## config.mk

```make
export PLATFORM = sky130hd
export DESIGN_NAME = motion_cmd_sequencer
export DESIGN_NICKNAME = d
export VERILOG_FILES = /design/src/rtl/motion_pkg.sv /design/src/rtl/cmd_fifo.sv /design/src/rtl/motion_cmd_sequencer.sv
export SDC_FILE = /design/constraint.sdc
export NUM_CORES = 1
export LEC_CHECK = 0
export CAP_MARGIN = 20
export CORE_UTILIZATION = 59
export CTS_CLUSTER_DIAMETER = 200
export DETAILED_ROUTE_END_ITERATION = 8
export PLACE_DENSITY = 0.94
export SLEW_MARGIN = 20
export SYNTH_ARGS = -nofsm -noshare
export SYNTH_HDL_FRONTEND = slang
export SYNTH_SLANG_ARGS = --single-unit
```

## constraint.sdc

```tcl
create_clock -name clk -period 3.5 [get_ports clk]
set_input_delay 0.7 -clock clk [delete_from_list [all_inputs] [get_ports clk]]
set_output_delay 0.7 -clock clk [all_outputs]
set_load 0.005 [all_outputs]
```

## src/rtl/motion_pkg.sv

```systemverilog
// motion_pkg
// Shared definitions for the motion command sequencer:
//   - motor speed words (ZERO, PULL, PUSH, DN)
//   - ASCII command byte codes
//   - sequencer state enum {IDLE, LOAD, RAMP, HOLD}
//   - cmd_decode : byte -> valid flag plus four 9-bit motor targets
//   - cmd_known  : byte -> 1 when the byte is a recognised command
// Slew limiting is enabled in the sequencer by defining MOTION_SLEW_EN.
package motion_pkg;

  localparam logic [8:0] ZERO = 9'h000;
  localparam logic [8:0] PULL = 9'h002;
  localparam logic [8:0] PUSH = 9'h080;
  localparam logic [8:0] DN   = 9'h0FF;

  localparam logic [7:0] CMD_FWD   = 8'h66;  // 'f'
  localparam logic [7:0] CMD_BACK  = 8'h62;  // 'b'
  localparam logic [7:0] CMD_RIGHT = 8'h72;  // 'r'
  localparam logic [7:0] CMD_LEFT  = 8'h6C;  // 'l'
  localparam logic [7:0] CMD_UP    = 8'h75;  // 'u'
  localparam logic [7:0] CMD_DOWN  = 8'h64;  // 'd'
  localparam logic [7:0] CMD_STOP  = 8'h73;  // 's'

  typedef enum logic [1:0] {IDLE, LOAD, RAMP, HOLD} state_t;

  // Element [m] of target is the speed target for motor m.
  typedef struct packed {
    logic             valid;
    logic [3:0][8:0]  target;
  } decode_t;

  // Packs per-motor targets so that motor 0 lands in element [0].
  function automatic logic [3:0][8:0] pack4(input logic [8:0] m0, input logic [8:0] m1,
                                            input logic [8:0] m2, input logic [8:0] m3);
    return {m3, m2, m1, m0};
  endfunction

  function automatic decode_t cmd_decode(input logic [7:0] b);
    decode_t d;
    d.valid  = 1'b1;
    d.target = pack4(ZERO, ZERO, ZERO, ZERO);
    case (b)
      CMD_FWD:   d.target = pack4(PULL, PULL, PUSH, PUSH);
      CMD_BACK:  d.target = pack4(PUSH, PUSH, PULL, PULL);
      CMD_RIGHT: d.target = pack4(PUSH, PULL, PULL, PUSH);
      CMD_LEFT:  d.target = pack4(PULL, PUSH, PUSH, PULL);
      CMD_UP:    d.target = pack4(PULL, PULL, PULL, PULL);
      CMD_DOWN:  d.target = pack4(DN, DN, DN, DN);
      CMD_STOP:  d.target = pack4(ZERO, ZERO, ZERO, ZERO);
      default:   d.valid  = 1'b0;
    endcase
    return d;
  endfunction

  function automatic logic cmd_known(input logic [7:0] b);
    return b inside {CMD_FWD, CMD_BACK, CMD_RIGHT, CMD_LEFT, CMD_UP, CMD_DOWN, CMD_STOP};
  endfunction

endpackage

```

## src/rtl/cmd_fifo.sv

```systemverilog
// cmd_fifo
// Small synchronous FIFO holding raw command bytes.
//   clk, rst : clock, asynchronous active-high reset
//   push/din : write din when not full
//   pop/dout : dout shows the head; pop removes it when not empty
//   flush    : empties the FIFO (takes priority over push and pop)
//   full, empty : derived from the registered occupancy count
module cmd_fifo #(
  parameter int DEPTH = 4,
  parameter int WIDTH = 8
) (
  input  logic             clk,
  input  logic             rst,
  input  logic             push,
  input  logic             pop,
  input  logic             flush,
  input  logic [WIDTH-1:0] din,
  output logic [WIDTH-1:0] dout,
  output logic             full,
  output logic             empty
);

  localparam int AW = $clog2(DEPTH);
  localparam logic [AW:0] FULL_COUNT = DEPTH[AW:0];

  logic [WIDTH-1:0] mem [DEPTH];
  logic [AW-1:0]    wr_ptr;
  logic [AW-1:0]    rd_ptr;
  logic [AW:0]      count;
  logic             do_push;
  logic             do_pop;

  assign full    = (count == FULL_COUNT);
  assign empty   = (count == '0);
  assign do_push = push && !full;
  assign do_pop  = pop && !empty;
  assign dout    = mem[rd_ptr];

  // Pointers wrap naturally because DEPTH is a power of two.
  always_ff @(posedge clk or posedge rst) begin
    if (rst) begin
      wr_ptr <= '0;
      rd_ptr <= '0;
      count  <= '0;
    end else if (flush) begin
      wr_ptr <= '0;
      rd_ptr <= '0;
      count  <= '0;
    end else begin
      if (do_push) wr_ptr <= wr_ptr + AW'(1);
      if (do_pop)  rd_ptr <= rd_ptr + AW'(1);
      case ({do_push, do_pop})
        2'b10:   count <= count + (AW+1)'(1);
        2'b01:   count <= count - (AW+1)'(1);
        default: count <= count;
      endcase
    end
  end

  // Storage needs no reset; occupancy alone decides what is valid.
  always_ff @(posedge clk) begin
    if (do_push && !flush) mem[wr_ptr] <= din;
  end

endmodule

```

## src/rtl/motion_cmd_sequencer.sv

```systemverilog
// motion_cmd_sequencer
// Queues motion command bytes and executes them one at a time, driving
// the four PWM timer speed words. Each command's targets are reached
// (slew-limited when MOTION_SLEW_EN is defined, otherwise in one cycle)
// and then held for HOLD_TICKS ticks. 's' flushes the queue and ramps
// every motor to zero from any state.
//   clk, rst              : clock, asynchronous active-high reset
//   tick                  : one-cycle timebase strobe
//   cmd_valid, cmd_byte   : offered ASCII command
//   cmd_ready             : queue has room (registered occupancy only)
//   speed0..speed3        : motor speed words
//   busy                  : sequencer not IDLE
//   err_cmd               : one-cycle pulse after an unknown byte is dropped
// Configuration macro: MOTION_SLEW_EN
module motion_cmd_sequencer
  import motion_pkg::*;
#(
  parameter int         FIFO_DEPTH = 4,
  parameter int         HOLD_TICKS = 250,
  parameter logic [8:0] RAMP_STEP  = 9'h08
) (
  input  logic       clk,
  input  logic       rst,
  input  logic       tick,
  input  logic       cmd_valid,
  input  logic [7:0] cmd_byte,
  output logic       cmd_ready,
  output logic [8:0] speed0,
  output logic [8:0] speed1,
  output logic [8:0] speed2,
  output logic [8:0] speed3,
  output logic       busy,
  output logic       err_cmd
);

  localparam int HW = $clog2(HOLD_TICKS + 1);

  state_t          state_q;
  state_t          state_d;
  logic [HW-1:0]   hold_cnt;
  logic [3:0][8:0] target_q;
  logic [3:0][8:0] speed_q;
  logic [8:0]      speed_nxt [4];

  logic       fifo_full;
  logic       fifo_empty;
  logic       fifo_push;
  logic       fifo_pop;
  logic [7:0] fifo_head;
  decode_t    head_dec;

  logic is_stop;
  logic stop_evt;
  logic accept;
  logic ramp_en;
  logic ramp_done;

  assign cmd_ready = !fifo_full;
  assign is_stop   = (cmd_byte == CMD_STOP);
  // 's' is taken even when the queue is full.
  assign stop_evt  = cmd_valid && is_stop;
  assign accept    = cmd_valid && (cmd_ready || is_stop);
  assign fifo_push = accept && !is_stop && cmd_known(cmd_byte);
  assign head_dec  = cmd_decode(fifo_head);

  cmd_fifo #(
    .DEPTH (FIFO_DEPTH),
    .WIDTH (8)
  ) u_fifo (
    .clk   (clk),
    .rst   (rst),
    .push  (fifo_push),
    .pop   (fifo_pop),
    .flush (stop_evt),
    .din   (cmd_byte),
    .dout  (fifo_head),
    .full  (fifo_full),
    .empty (fifo_empty)
  );

  // Per-motor next speed while ramping.
  for (genvar m = 0; m < 4; m++) begin : g_motor
`ifdef MOTION_SLEW_EN
    logic [8:0] step_val;
    // Move by at most RAMP_STEP; the guarded add/subtract can never wrap.
    always_comb begin
      step_val = target_q[m];
      if (target_q[m] > speed_q[m]) begin
        if ((target_q[m] - speed_q[m]) > RAMP_STEP) step_val = speed_q[m] + RAMP_STEP;
      end else if ((speed_q[m] - target_q[m]) > RAMP_STEP) begin
        step_val = speed_q[m] - RAMP_STEP;
      end
    end
    assign speed_nxt[m] = step_val;
`else
    assign speed_nxt[m] = target_q[m];
`endif
  end

`ifdef MOTION_SLEW_EN
  assign ramp_en   = (state_q == RAMP) && tick && !stop_evt;
  assign ramp_done = (speed_q == target_q);
`else
  logic unused_ramp_step;
  assign unused_ramp_step = ^RAMP_STEP;
  assign ramp_en   = (state_q == RAMP) && !stop_evt;
  assign ramp_done = 1'b1;
`endif

  // State register.
  always_ff @(posedge clk or posedge rst) begin
    if (rst) state_q <= IDLE;
    else     state_q <= state_d;
  end

  // Next state and FIFO pop; a stop byte overrides whatever the state wanted.
  always_comb begin
    state_d  = state_q;
    fifo_pop = 1'b0;
    case (state_q)
      IDLE: if (!fifo_empty) state_d = LOAD;
      LOAD: begin
        fifo_pop = 1'b1;
        state_d  = RAMP;
      end
      RAMP: if (ramp_done) state_d = HOLD;
      HOLD: if (tick && hold_cnt == HW'(1)) state_d = fifo_empty ? IDLE : LOAD;
      default: state_d = IDLE;
    endcase
    if (stop_evt) begin
      state_d  = RAMP;
      fifo_pop = 1'b0;
    end
  end

  // Hold counter is loaded as the ramp completes and counts ticks down.
  always_ff @(posedge clk or posedge rst) begin
    if (rst)                                hold_cnt <= '0;
    else if (stop_evt)                      hold_cnt <= '0;
    else if (state_q == RAMP && ramp_done)  hold_cnt <= HW'(HOLD_TICKS);
    else if (state_q == HOLD && tick)       hold_cnt <= hold_cnt - HW'(1);
  end

  // Targets change only on stop (to zero) or when a command is popped.
  always_ff @(posedge clk or posedge rst) begin
    if (rst)                                      target_q <= '0;
    else if (stop_evt)                            target_q <= '0;
    else if (state_q == LOAD && head_dec.valid)   target_q <= head_dec.target;
  end

  // Speeds move only while ramping, so cmd_byte never reaches them combinationally.
  always_ff @(posedge clk or posedge rst) begin
    if (rst)          speed_q <= '0;
    else if (ramp_en) speed_q <= {speed_nxt[3], speed_nxt[2], speed_nxt[1], speed_nxt[0]};
  end

  // Unknown bytes are swallowed and flagged one cycle later.
  always_ff @(posedge clk or posedge rst) begin
    if (rst) err_cmd <= 1'b0;
    else     err_cmd <= accept && !cmd_known(cmd_byte);
  end

  assign busy   = (state_q != IDLE);
  assign speed0 = speed_q[0];
  assign speed1 = speed_q[1];
  assign speed2 = speed_q[2];
  assign speed3 = speed_q[3];

endmodule
```

---- Word-level counts from Yosys, hierarchy flattened ----
Memories as Yosys holds them, arrays and structs flattened.
Cells that the tools add are included.
cells by class
  add/subtract/negate cells ............... 5
  equality and inequality tests ........... 23
  muxes and demuxes ....................... 22
  reduce and logical (&&, ||, !) cells .... 29
operators with widths
  cell                   number
  $pmux W35 S6           1
  $eq A8 B7 Y1 const B   14
  $mux W36               2
  $mux W8                3
  $mux W2                7
  $logic_and A1 B1 Y1    12
  $eq A8 B1 Y1 const B   1
  $pmux W2 S4            1
  $reduce_bool A2 Y1     4
  $sub A8 B1 Y8 const B  1
  $reduce_bool A7 Y1     1
  $reduce_or A7 Y1       1
  $eq A2 B2 Y1 const B   3
  $mux W1                6
  $ne A3 B2 Y1 const B   2
  $pmux W3 S2            1
  $reduce_bool A3 Y1     2
  $logic_not A1 Y1       5
  $add A2 B1 Y2 const B  2
  $eq A2 B1 Y1 const B   2
  $add A3 B1 Y3 const B  1
  $eq A3 B3 Y1 const B   1
  $logic_not A3 Y1       1
  $mux W3                1
  other kinds (4)        4
storage, ports and cells
  flip-flop bits (word level) ............. 90
  memory bits (writable) .................. 32
  output and inout port bits .............. 39
  memories kept ........................... 1
memory list
  name        depth  bits a word  read ports  clocked after memory_dff  write ports  line            RTL
  u_fifo.mem  4      8            1           0                         1            cmd_fifo.sv:26  logic [WIDTH-1:0] mem [DEPTH];

---- Depth between registers and ports, before layout ----
  depth after elaboration ................. 10
  mapped depth ............................ 10

---- Modules after synthesis ----
From an unflattened synthesis, not the netlist that was laid out.
second synthesis, totals
  cells, all modules ...................... 294
  area total of the unflattened synthesis .. 3603.5 um^2
by module, submodules not included
  module                times used  cells each  area each (um^2)
  motion_cmd_sequencer  1           184         1855.5
  cmd_fifo              1           110         1747.9

---- Worst setup path before layout ----
OpenSTA, ideal clock, no wires.
  path type ............................... input -> register
  from .................................... input cmd_byte[1]
  to ...................................... register u_fifo.count[1]
  data arrival time ....................... 2568 ps
  data required time ...................... 3377 ps
  slack ................................... 809 ps
  cell stages on the path ................. 10
  cell sequence ........................... nor2b_1 -> o21ai_0 -> a221o_1 -> nor2_1 -> nor3_1 -> fa_1 -> nand2_1 -> a21oi_1 -> o21ai_0 -> nand2_1
on the way
  longest elaborated chain between the ends .. 9
ends and longest elaborated chain
  element                                       line                                          RTL
  from (decl)                                   motion_cmd_sequencer.sv:26                    input logic [7:0] cmd_byte,
  $eq A8 B7 Y1                                  motion_pkg.sv:56, motion_cmd_sequencer.sv:59
  $logic_or A1 B1 Y1                            motion_cmd_sequencer.sv:62                    assign accept = cmd_valid && (cmd_ready || is_stop);
  $logic_and A1 B1 Y1                           motion_cmd_sequencer.sv:62
  $logic_and A1 B1 Y1 (2 in series)             motion_cmd_sequencer.sv:63                    assign fifo_push = accept && !is_stop && cmd_known(cmd_byte);
  $logic_and A1 B1 Y1                           cmd_fifo.sv:35                                assign do_push = push && !full;
  $eq A2 B1 Y1 or $eq A2 B2 Y1 (tied branches)  cmd_fifo.sv:52                                case ({do_push, do_pop})
  $pmux W3 S2                                   cmd_fifo.sv:52
  $mux W3                                       cmd_fifo.sv:45                                end else if (flush) begin
  to (signal assigned)                          cmd_fifo.sv:53                                2'b10: count <= count + (AW+1)'(1);
  to (signal assigned)                          cmd_fifo.sv:54                                2'b01: count <= count - (AW+1)'(1);
  to (signal assigned)                          cmd_fifo.sv:55                                default: count <= count;
  to (decl)                                     cmd_fifo.sv:29                                logic [AW:0] count;
Parallel ways exist; a longest one is shown, timed or not.
A chain may end at the register's enable or synchronous reset.

---- Worst setup path in the final report ----
  from .................................... input cmd_byte[4]
  to ...................................... register u_fifo.count[1]
The elaborated chain is that of the path after synthesis.

==> metrics <==
outcome finished clean; CP Launch Type input pin; Die Span X 79.2 µm; Detailed Place HPWL 4.97 mm; remaining antenna violation count 0; number of synthesized flops with an enable pin 32; sum of negative setup slack 0 ns; PwrDens 771 nW/µm²; Initial Util 62.3%; critical-path cell with the highest stage delay clkdlybuf4s50_1; final period utilization 95.7%; Post-Synthesis Cell Area 3520 µm²; CP peak stage delay 0.63 ns; worst hold margin 0.508 ns; clock buffer count from CTS 9; Ports 51; fraction of registers with async set/reset 52.9%; Overall Global Routing Usage 25.6%; Register Area 1860 µm²; Crit Path Max Fanout 6; initial antenna violation count 0; Longest Clk Path Bufs 2; global-route wire length before repair 11.7 mm; area occupied by multi-input gates 1360 µm²; Placer Congestion 0.821; post-synth top area cell edfxtp_1; crit path kind input pin to flip-flop; Nets 353; Fillers 358; Core Area 5640 µm²; cell row count 27; drt wl/cell 17.6 µm; Seq/Total Area, Yosys 52.9%; clock sinks 68; Pleak 1.59 nW; Initial DRC Count 149; final setup vio count 0; maximum clock frequency 299 MHz; area grow syn2layout 15.3%; TritonCTS clock tree yes; Tightest Pin Transition 0.753 ns; drt total wl 7.14 mm; largest net degree at the start of global routing 26; Hold Path Class flip-flop to flip-flop; Worst EP arrival 3.57 ns; Clk Latency, worst-skew pair 0.36 ns; fin crit period 3.35 ns; Worst Path Buf+Inv 1; RSZ-0062 raised after global routing no; area share of the largest cell type after synthesis 27.3%; Yosys cell types 52; drc violations 0; Syn Area/Cell 11.7 µm²; Max VDD drop 443 µV; die footprint 6270 µm²; clk root buf clkbuf_8; cells after synthesis 300; CTS H-tree lvls 3; Max Slew Vio Count 0; number of diodes 0; Rel. slew slack 49.7%; CP cell instances clkdlybuf4s50_1 -> nor2b_1 -> o21ai_1 -> a221o_1 -> nor2_1 -> nor3_1 -> fa_1 -> nand2_1 -> a21oi_1 -> o21ai_0 -> nand2_1; IO Port Bufs 46; CP Capture Type flip-flop; clk_skew 0.00880 ns; global route overflow 0; crit-path leading delay family compound AO/OA/AOI/OAI gates; # Max-Cap Violations 0; postcts setup bufs 0; vias in the first global route 2419; Area contributors post-synth edfxtp_1, dfrtp_1, buf_4, ha_1, nor2_1; worst path required time 3.72 ns; Synth Flop Type dfrtp_1; Synth Warn # 0; Hold Vio Cnt, Final 0; drt pass-1 iters 4; Most Frequent Cell on Critical Path nand2_1; Vias 2388; Avg Vias per Cell 5.88; layout cell share with drive strength beyond 1 11.4%; flops & latches, synth 68; CTS clk-pin slew, worst paths 0.08 ns; die span in y 79.2 µm
==> cell usage after synthesis, drive strengths merged (4+ instances only) <==
library cell	n
nor3	5
nand2	23
clkbuf	4
a22o	5
mux2	11
nor2	34
and2	4
edfxtp	32
ha	11
dfrtp	36
mux4	6
a21oi	11
nand3b	6
xnor2	5
buf	30
inv	15
o21ai	8
xor2	5
nor2b	7
==> worst reg2reg max path: stages, from the launching register on <==
cell and delay, ns:
dfrtp_1 0.64, mux4_1 0.76, nand2b_1 0.30, a21o_4 0.26, a2111oi_4 0.39, a32o_1 0.23
==> routing by layer <==
metal | GRT usage (%) | share of wire [%] | wire length (µm)
met5 | 0 | 0 | 0
met4 | 11.3 | 3.0 | 216
met3 | 9.31 | 6.5 | 465
met2 | 45.0 | 52 | 3680
met1 | 27.4 | 39 | 2770
==> registers in the layout, summed over array words and instances (netlist names) <==
| name | cells |
|---|---|
| speed1 | 2 |
| hold_cnt | 8 |
| speed3 | 2 |
| u_fifo.mem | 32 |
| u_fifo.count | 3 |
| speed_nxt | 9 |
| u_fifo.rd_ptr | 2 |
| speed0 | 3 |
| speed2 | 2 |
| u_fifo.wr_ptr | 2 |
| state_q | 2 |
| err_cmd | 1 |
==> cell type report <==
class                   instances  share of cell area (%)
clock inverters                 7                    2.04
flip-flops and latches         68                    45.9
clock buffers                   9                    3.05
repair buffers                 49                    11.9
well taps                      72                    2.22
inverters                      15                    1.39
multi-input cells             186                    33.5
==> per-stage QoR <==
| stage | power (W) | area [µm²] | cells | worst slack, ns | util [%] |
|---|---|---|---|---|---|
| floorplan | 0.00209 | 3530 | 303 | 0.809 | - |
| global placement | 0.00233 | 3850 | 390 | 0.323 | 68.2 |
| detailed placement | 0.00244 | 3850 | 390 | 0.148 | 68.2 |
| CTS | 0.00312 | 4060 | 406 | 0.320 | 71.9 |
| global route | 0.00331 | 4060 | 406 | 0.0295 | 71.9 |
| finish | 0.00313 | 4060 | 406 | 0.150 | 71.9 |
==> cell usage in the layout, fill, tap and decap left out, types with 5 or more instances in the layout <==
cell and n:
dfrtp_1 36, clkdlybuf4s50_1 46, clkbuf_8 9, a21oi_1 10
edfxtp_1 32, nand3b_1 6, inv_1 15, a22o_1 5
o21ai_0 6, xnor2_1 5, mux2_2 11, xor2_1 5
nor3_1 5, ha_1 11, nand2_1 23, nor2b_1 7
nor2_1 34
==> what timing repair did <==
action,4_1_cts,5_1_grt
endpoints found under the setup margin,0,1
hold buffers,0,0
gates resized for setup,0,2
==> cell families (layout without fill, tap and decap cells) <==
kind of cell,after synthesis,count (layout),share of synthesized area [%]
compound gates,46,46,10.0
xor+xnor,10,10,2.49
fa+ha+maj,12,12,4.48
buf+inv,49,80,8.75
flops,68,68,52.9
mux,18,18,8.08
other cells,1,4,0.107
simple gates,96,96,13.1
==> power by group <==
group / total, W / internal (W) / switching [W]
clock network: 0.000677 / 0.000340 / 0.000338
logic: 0.00127 / 0.000667 / 0.000607
registers: 0.00118 / 0.000990 / 0.000186
==> final timing paths <==
check	from	end	slack (ns)	depth (start not counted)
max in group asynchronous	rst	u_fifo.rd_ptr[1]$_DFFE_PP0P_	2.07	3
max	cmd_byte[4]	u_fifo.count[1]$_DFFE_PP0P_	0.15	11
min reg2reg	speed_nxt[34]$_DFFE_PP0P_	speed_nxt[34]$_DFFE_PP0P_	0.51	1
min	speed_nxt[34]$_DFFE_PP0P_	speed_nxt[34]$_DFFE_PP0P_	0.51	1
min in group asynchronous	rst	speed0[7]$_DFFE_PP0P_	0.72	2
max reg2reg	u_fifo.rd_ptr[0]$_DFFE_PP0P_	speed_nxt[34]$_DFFE_PP0P_	0.88	5
Note: power is estimated with default switching activity, not from simulation.
